==> config.mk <==
export PLATFORM = sky130hd
export DESIGN_NAME = keypad_entry
export DESIGN_NICKNAME = d
export VERILOG_FILES = /design/src/rtl/keypad_pkg.sv /design/src/rtl/sync_2ff.sv /design/src/rtl/keypad_entry.sv
export SDC_FILE = /design/constraint.sdc
export NUM_CORES = 1
export LEC_CHECK = 0
export CAP_MARGIN = 20
export CORE_ASPECT_RATIO = 1.1
export CORE_MARGIN = 3
export CORE_UTILIZATION = 45
export CTS_BUF_LIST = sky130_fd_sc_hd__clkbuf_4
export DETAILED_ROUTE_END_ITERATION = 12
export SLEW_MARGIN = 0
export SYNTH_ARGS = -nofsm -noshare
export SYNTH_HDL_FRONTEND = slang
export SYNTH_HIERARCHICAL = 1
export SYNTH_SLANG_ARGS = --single-unit
==> constraint.sdc <==
create_clock -name clk -period 8.1 [get_ports clk]
set_input_delay 2.43 -clock clk [delete_from_list [all_inputs] [get_ports clk]]
set_output_delay 2.43 -clock clk [all_outputs]
set_load 0.01 [all_outputs]
==> src/rtl/keypad_pkg.sv <==
// Shared definitions for the 4x4 keypad entry block: FSM encoding, key codes,
// default timing parameters and the row/column to key-code map.
package keypad_pkg;

  typedef enum logic [1:0] {
    ST_SCAN     = 2'd0,
    ST_DEBOUNCE = 2'd1,
    ST_HELD     = 2'd2,
    ST_RELEASE  = 2'd3
  } state_e;

  localparam int DEF_SCAN_DIV  = 50_000;
  localparam int DEF_DEB_TICKS = 8;

  localparam logic [3:0] KEY_STAR = 4'hE;
  localparam logic [3:0] KEY_HASH = 4'hF;

  // Rows 0-2 hold digits 1-9 left to right; column 3 holds A-D; row 3 is * 0 #.
  function automatic logic [3:0] key_lookup(input logic [1:0] row, input logic [1:0] col);
    logic [3:0] code;
    if (col == 2'd3) begin
      code = 4'hA + {2'b00, row};
    end else if (row == 2'd3) begin
      code = (col == 2'd0) ? KEY_STAR : (col == 2'd1) ? 4'h0 : KEY_HASH;
    end else begin
      code = ({2'b00, row} * 4'd3) + {2'b00, col} + 4'd1;
    end
    return code;
  endfunction

endpackage

==> src/rtl/sync_2ff.sv <==
// Two-flop synchronizer for asynchronous level inputs; idles high to match
// the pulled-up keypad rows.
module sync_2ff #(
  parameter int W = 4
) (
  input  logic         clk,
  input  logic         rst_n,
  input  logic [W-1:0] d_i,
  output logic [W-1:0] q_o
);

  logic [W-1:0] meta_q;
  logic [W-1:0] sync_q;

  always_ff @(posedge clk or negedge rst_n) begin
    if (!rst_n) begin
      meta_q <= '1;
      sync_q <= '1;
    end else begin
      meta_q <= d_i;
      sync_q <= meta_q;
    end
  end

  assign q_o = sync_q;

endmodule

==> src/rtl/keypad_entry.sv <==
// 4x4 matrix keypad scanner with debounce and a decimal entry accumulator
// that commits an 8-bit value on '#'.
module keypad_entry
  import keypad_pkg::*;
#(
  parameter int SCAN_DIV  = DEF_SCAN_DIV,
  parameter int DEB_TICKS = DEF_DEB_TICKS
) (
  input  logic       clk,
  input  logic       rst_n,
  input  logic [3:0] ROWS,
  output logic [3:0] COLS,
  output logic [3:0] key_code,
  output logic       key_valid,
  output logic [7:0] numero,
  output logic       enter,
  output logic       overflow
);

  localparam int DIV_W = (SCAN_DIV > 1) ? $clog2(SCAN_DIV) : 1;
  localparam int DEB_W = $clog2(DEB_TICKS + 1);

  logic [3:0]       rows_sync;
  logic [DIV_W-1:0] div_q, div_d;
  logic             tick;
  state_e           state_q, state_d;
  logic [1:0]       col_q, col_d;
  logic [1:0]       row_q, row_d;
  logic [DEB_W-1:0] cnt_q, cnt_d;
  logic [3:0]       key_code_q, key_code_d;
  logic             key_valid_q, key_valid_d;
  logic [8:0]       acc_q, acc_d;
  logic [7:0]       numero_q, numero_d;
  logic             enter_q, enter_d;
  logic             ovf_q, ovf_d;
  logic             any_low;
  logic [1:0]       low_row;
  logic [11:0]      acc_next;

  sync_2ff #(.W(4)) u_sync (
    .clk   (clk),
    .rst_n (rst_n),
    .d_i   (ROWS),
    .q_o   (rows_sync)
  );

  assign tick  = (div_q == DIV_W'(SCAN_DIV - 1));
  assign div_d = tick ? '0 : div_q + 1'b1;

  assign any_low = (rows_sync != 4'hF);

  always_comb begin
    low_row = 2'd0;
    for (int i = 3; i >= 0; i--) begin
      if (!rows_sync[i]) low_row = 2'(i);
    end
  end

  always_comb begin
    state_d     = state_q;
    col_d       = col_q;
    row_d       = row_q;
    cnt_d       = cnt_q;
    key_code_d  = key_code_q;
    key_valid_d = 1'b0;
    if (tick) begin
      case (state_q)
        ST_SCAN: begin
          if (any_low) begin
            row_d   = low_row;
            cnt_d   = '0;
            state_d = ST_DEBOUNCE;
          end else begin
            col_d = col_q + 2'd1;
          end
        end
        ST_DEBOUNCE: begin
          if (!rows_sync[row_q]) begin
            cnt_d = cnt_q + 1'b1;
            if (cnt_d == DEB_W'(DEB_TICKS)) begin
              state_d     = ST_HELD;
              key_valid_d = 1'b1;
              key_code_d  = key_lookup(row_q, col_q);
            end
          end else begin
            state_d = ST_SCAN;
          end
        end
        ST_HELD: begin
          if (!any_low) begin
            cnt_d   = '0;
            state_d = ST_RELEASE;
          end
        end
        ST_RELEASE: begin
          if (!any_low) begin
            cnt_d = cnt_q + 1'b1;
            if (cnt_d == DEB_W'(DEB_TICKS)) state_d = ST_SCAN;
          end else begin
            state_d = ST_HELD;
          end
        end
        default: state_d = ST_SCAN;
      endcase
    end
  end

  // Entry logic acts on the registered key, one cycle behind key_valid.
  assign acc_next = ({3'b000, acc_q} * 12'd10) + {8'h00, key_code_q};

  always_comb begin
    acc_d    = acc_q;
    ovf_d    = ovf_q;
    numero_d = numero_q;
    enter_d  = 1'b0;
    if (key_valid_q) begin
      if (key_code_q <= 4'd9) begin
        if (acc_next <= 12'd255) acc_d = acc_next[8:0];
        else                     ovf_d = 1'b1;
      end else if (key_code_q == KEY_STAR) begin
        acc_d = '0;
        ovf_d = 1'b0;
      end else if (key_code_q == KEY_HASH) begin
        numero_d = acc_q[7:0];
        enter_d  = 1'b1;
        acc_d    = '0;
      end
    end
  end

  always_ff @(posedge clk or negedge rst_n) begin
    if (!rst_n) begin
      div_q       <= '0;
      state_q     <= ST_SCAN;
      col_q       <= 2'd0;
      row_q       <= 2'd0;
      cnt_q       <= '0;
      key_code_q  <= 4'h0;
      key_valid_q <= 1'b0;
      acc_q       <= '0;
      numero_q    <= 8'h00;
      enter_q     <= 1'b0;
      ovf_q       <= 1'b0;
    end else begin
      div_q       <= div_d;
      state_q     <= state_d;
      col_q       <= col_d;
      row_q       <= row_d;
      cnt_q       <= cnt_d;
      key_code_q  <= key_code_d;
      key_valid_q <= key_valid_d;
      acc_q       <= acc_d;
      numero_q    <= numero_d;
      enter_q     <= enter_d;
      ovf_q       <= ovf_d;
    end
  end

  assign COLS      = ~(4'b0001 << col_q);
  assign key_code  = key_code_q;
  assign key_valid = key_valid_q;
  assign numero    = numero_q;
  assign enter     = enter_q;
  assign overflow  = ovf_q;

endmodule

# Word level (Yosys, flattened, before mapping)
# Index checks and enable logic that the tools add are counted.
[totals]
reg_bits = 58
inputBits = 6
output_inout_bits = 19
word_cells = 100
[op_classes]
add_sub_neg = 7
mul = 2
order_cmp = 3
eq_ne = 19
n_shift = 1
mux = 38
n_bitwise = 5
n_reduce_logical = 12
[ops]
columns = ["operator", "count"]
rows = [
  ["$mux W9", 4],
  ["$mux W4", 8],
  ["$mux W2", 10],
  ["$add A16 B1 Y16 const B", 1],
  ["$eq A16 B16 Y1 const B", 1],
  ["$mux W16", 1],
  ["$pmux W4 S4", 1],
  ["$add A12 B4 Y12", 1],
  ["$eq A4 B4 Y1 const B", 3],
  ["$le A12 B8 Y1 const B", 1],
  ["$mux W1", 12],
  ["$reduce_and A3 Y1", 4],
  ["$mul A9 B3 Y11 const B", 1],
  ["$ne A2 B2 Y1 const B", 5],
  ["$reduce_and A5 Y1", 2],
  ["$add A4 B1 Y4 const B", 2],
  ["$eq A2 B2 Y1 const B", 4],
  ["$pmux W2 S4", 1],
  ["$reduce_and A4 Y1", 2],
  ["$ne A3 B3 Y1 const B", 2],
  ["$add A4 B2 Y4", 1],
  ["$add A4 B2 Y4 const A", 1],
  ["$eq A2 B1 Y1 const B", 2],
  ["$le A4 B4 Y1 const B", 1],
  ["other kinds (12)", 16],
]

# Logic depth before layout (Yosys ltp)
[logic_depth]
word_depth = 6
ltp_mapped = 12
mapped_depth_nobuf = 11

# Hierarchy
# The synthesis kept the hierarchy.
[by_module_without_submodules]
columns = ["module", "instances", "cells_each", "area_each_um2", "seq_area_each_um2"]
rows = [
  ["keypad_entry", 1, 332, 3203.1, 1251.2],
  ["sync_2ff", 1, 8, 210.2, 210.2],
]

# Least setup slack after synthesis
# OpenSTA, ideal clock, no wires.
[synth_path]
path_kind = "flip-flop to output port"
startpoint = "reg col_q[0]"
endpoint = "out COLS[0]"
t_arrival_ps = 831
t_required_ps = 5670
setup_slack_ps = 4839
stages_incl_launch_ff = 4
n_path_buf = 0
path_cell_list = "dfrtp_1 > inv_1 > ha_1 > inv_1"
[synth_between]
elab_chain_len = 2
[synth_rtl]
columns = ["element", "line_no", "source"]
rows = [
  ["from (decl)", "keypad_entry.sv:27", "logic [1:0] col_q, col_d;"],
  ["from (signal assigned)", "keypad_entry.sv:147", "col_q <= col_d;"],
  ["$shl A1 B2 Y4", "keypad_entry.sv:159", "assign COLS = ~(4'b0001 << col_q);"],
  ["$not A4 Y4", "keypad_entry.sv:159", ""],
  ["to (decl)", "keypad_entry.sv:12", "output logic [3:0] COLS,"],
]
# Every way passes these cells.

# Worst setup path after layout
# Same ends and word-level chain as after synthesis.

==> results.md <==
- CP Data Arrival Time: 1.84 ns
- Worst-path clk slew: roughly 0.09 ns
- DIE WIDTH: 89.0 um
- Placed insts: 444
- Worst Max-Slew Pin Slew: 1.08 ns
- Outcome: finished clean
- Post-DP Area: around 3700 um^2
- RSZ-0062 raised after global routing: false
- Non-Filler Instances: 459
- Pre-CTS WS: 4.24 ns
- Die area: 8670 um^2
- Clock Tree Root: clkbuf_4
- Total GRT Usage: 16.6%
- M1 GR Usage: 23.1%
- Post-CTS Setup Bufs: 0
- Starting Density: between 40% and 50%
- Drt total wl: 6350 um
- Post-Syn Nets: roughly 380
- First-pass detailed-route iteration total: 4
- Combinational share of power: approximately 2%
- Fin util: 53.5%
- Ys async rst share: 100%
- Most common cell after layout, fill and taps aside: nand2_1
- Seq pwr share: 58.8%
- Netlist cell types: 55
- CP max stage delay: 0.53 ns
- Post-synth EDFFs: 0
- Crit-path slowest cell: clkdlybuf4s50_1
- Mapped cell area: 3410 um^2
- Seq/Total Area, Yosys: 42.8%
- Fin crit share: 52.8%
- Met3 Use GR: 4.24%
- Dominant synthesized flop cell: dfrtp_1
- Half-perimeter wire length after placement: 4680 um
- CP Data Required Time: 5.67 ns
- Ratio of cells with drive above 1 in the final layout: 9.89%
- # H-tree levels: 3
- GPL Wtd Cong: 0.788
- CP startpoint kind: flip-flop
- Worst VDD drop: 0.0000978 V
- # IOs: 25
- Slew Viols, Final: 0
- Antenna-violating nets left: 0
- Pin count of the biggest net entering global routing: 36
- # Max-Cap Violations: 0
- Design area: 3850 um^2
- Clock Tree Buf Depth: 2
- Final number of setup-violating endpoints: 0
- Number of global-route vias before repair: 2,418
- Clock Skew: approximately 0.013 ns
- Most frequent cells in the layout: nand2_1, dfrtp_1, ha_1, clkdlybuf4s50_1, inv_1
- CP cell instances: inv_1, ha_1, inv_1, clkdlybuf4s50_1
- Antenna cells: 0
- Worst-Skew Late Latency: roughly 0.40 ns
- Sw frac: 22.2%
- Die Height: 97.3 um
- Average wire per standard cell: 13.8 um
- CP endpoint kind: output port
- CTS Hold Bufs: 0
- Synth Area per Inst: 10.0 um^2
- FMAX: 234 MHz
- Int Pwr: 0.000389 W
- Vias/cell: 5.45
- Setup TNS: 0 ns
- Number of nets in the layout: 408
- P&R area growth vs syn: 12.9%
- Psw: 0.000111 W
- Cell mode on critical path: inv_1
- WS Path Type: flip-flop to output port
- Leak: about 1.8 nW
- Row cnt: 32
- # port buffers: 24
- PwrDens: about 130 nW/um^2
- Post-layout minimum cycle time: approximately 4.3 ns
- Post-route DRC violation count: 0
- Met2 usage: between 20 and 25%
- Crit Path Max Fanout: 6
- Initial detailed-routing violation count: between 100 and 150
- Yosys reg bits: 58
- Area of the core: 7210 um^2
- Relative slew slack: 28.3%
- GRT Residual Overflow: 0
- Gr busiest metal: met2
- YS warnings: 6
- Final Hold Viols: 0
- Gate Count Post-Synth: 340
- Final WS setup: 3.83 ns
- TritonCTS Buffers: 9
- Initial antenna violation count: 0
- Hold WC Path Type: flip-flop to flip-flop
- CTS tree: done
- First-pass GRT wire length: 11,400 um
- Clock Power Share: 39.2%
- Clk sinks: 58
- DR vias: 2,500
- PostCTS Resize Cnt: 0
synth_stat cells (4+ instances only):
cell      count  area (um^2)
a21oi_1       8         40.0
xnor2_1      13          114
ha_1         28          350
and3_1        6         37.5
xor2_1       11         96.3
o21ai_0      15         75.1
clkbuf_1      5         18.8
fa_1          4         80.1
inv_1        20         75.1
nand2_1      55          206
dfstp_2       8          210
a21o_1        4         30.0
mux2i_1      12          120
dfrtp_1      50         1250
nand4_1       6         37.5
nor2_1       16         60.1
nor2b_1       5         31.3
nand3_1      14         70.1
final timing paths:
check	cells after the start	endpoint	slack [ns]	start
max	4	COLS[0]	3.83	col_q[0]$_DFFE_PN0P_
min	0	u_sync/q_o[3]$_DFF_PN1_	0.36	u_sync/meta_q[3]$_DFF_PN1_
max reg2reg	11	acc_q[7]$_DFFE_PN0P_	4.28	acc_q[1]$_DFFE_PN0P_
min reg2reg	0	u_sync/q_o[3]$_DFF_PN1_	0.36	u_sync/meta_q[3]$_DFF_PN1_
max in group asynchronous	2	acc_q[5]$_DFFE_PN0P_	5.26	rst_n
min in group asynchronous	1	cnt_q[0]$_DFFE_PN0P_	2.01	rst_n
area by class of cell:
class,instances,area (um^2)
inverter,22,82.6
clock buffer,10,75.1
multi-input combinational,254,1840
timing repair buffer,25,243
tap,85,106
sequential,58,1460
clock inverter,5,46.3
fill,659,3350
registers in the layout, summed over array words and instances, names as in the netlist:
signal	cells
col_q	2
state_q	2
u_sync/meta_q	4
acc_q	9
cnt_q	4
u_sync/q_o	4
enter	1
key_code	4
overflow	1
key_valid	1
row_q	2
div_q	16
numero	8
worst max-delay path: cells and delay by family, from the launching register on:
family     cells  cell delay [ns]
fa+ha+maj      1             0.23
buf+inv        3             0.74
flops          1             0.49
kinds of logic after synthesis:
group | Yosys count | share of synthesized area (%)
AO/OA/AOI/OAI | 50 | 10.5
XOR/XNOR | 24 | 6.16
adder cells (fa/ha/maj) | 32 | 12.6
buffers and inverters | 28 | 3.30
flip-flops | 58 | 42.8
multiplexers | 16 | 5.17
AND/OR/NAND/NOR | 132 | 19.4
per-stage QoR:
stage                     total power [W]  hold slack [ns]
after floorplan                  0.000301            0.345
after global placement           0.000310            0.345
after detailed placement         0.000310            0.347
after CTS                        0.000508            0.361
after global routing             0.000526            0.366
final                            0.000500            0.360
per-layer routing:
layer	share of wire [%]	up-vias
li1	-	1241
met1	48	1212
met2	47	37
met5	0	-
met4	1.3	0
met3	3.7	10
power by group through the flow:
stage | clock (W) | combinational, W | sequential, W
floorplan | 0 | 0.00000156 | 0.000299
global route | 0.000220 | 0.0000114 | 0.000295
global placement | 0 | 0.0000102 | 0.000300
CTS | 0.000203 | 0.0000102 | 0.000294
detailed placement | 0 | 0.0000102 | 0.000300
finish | 0.000196 | 0.00000975 | 0.000294
Power figures use the tool's default switching activity.
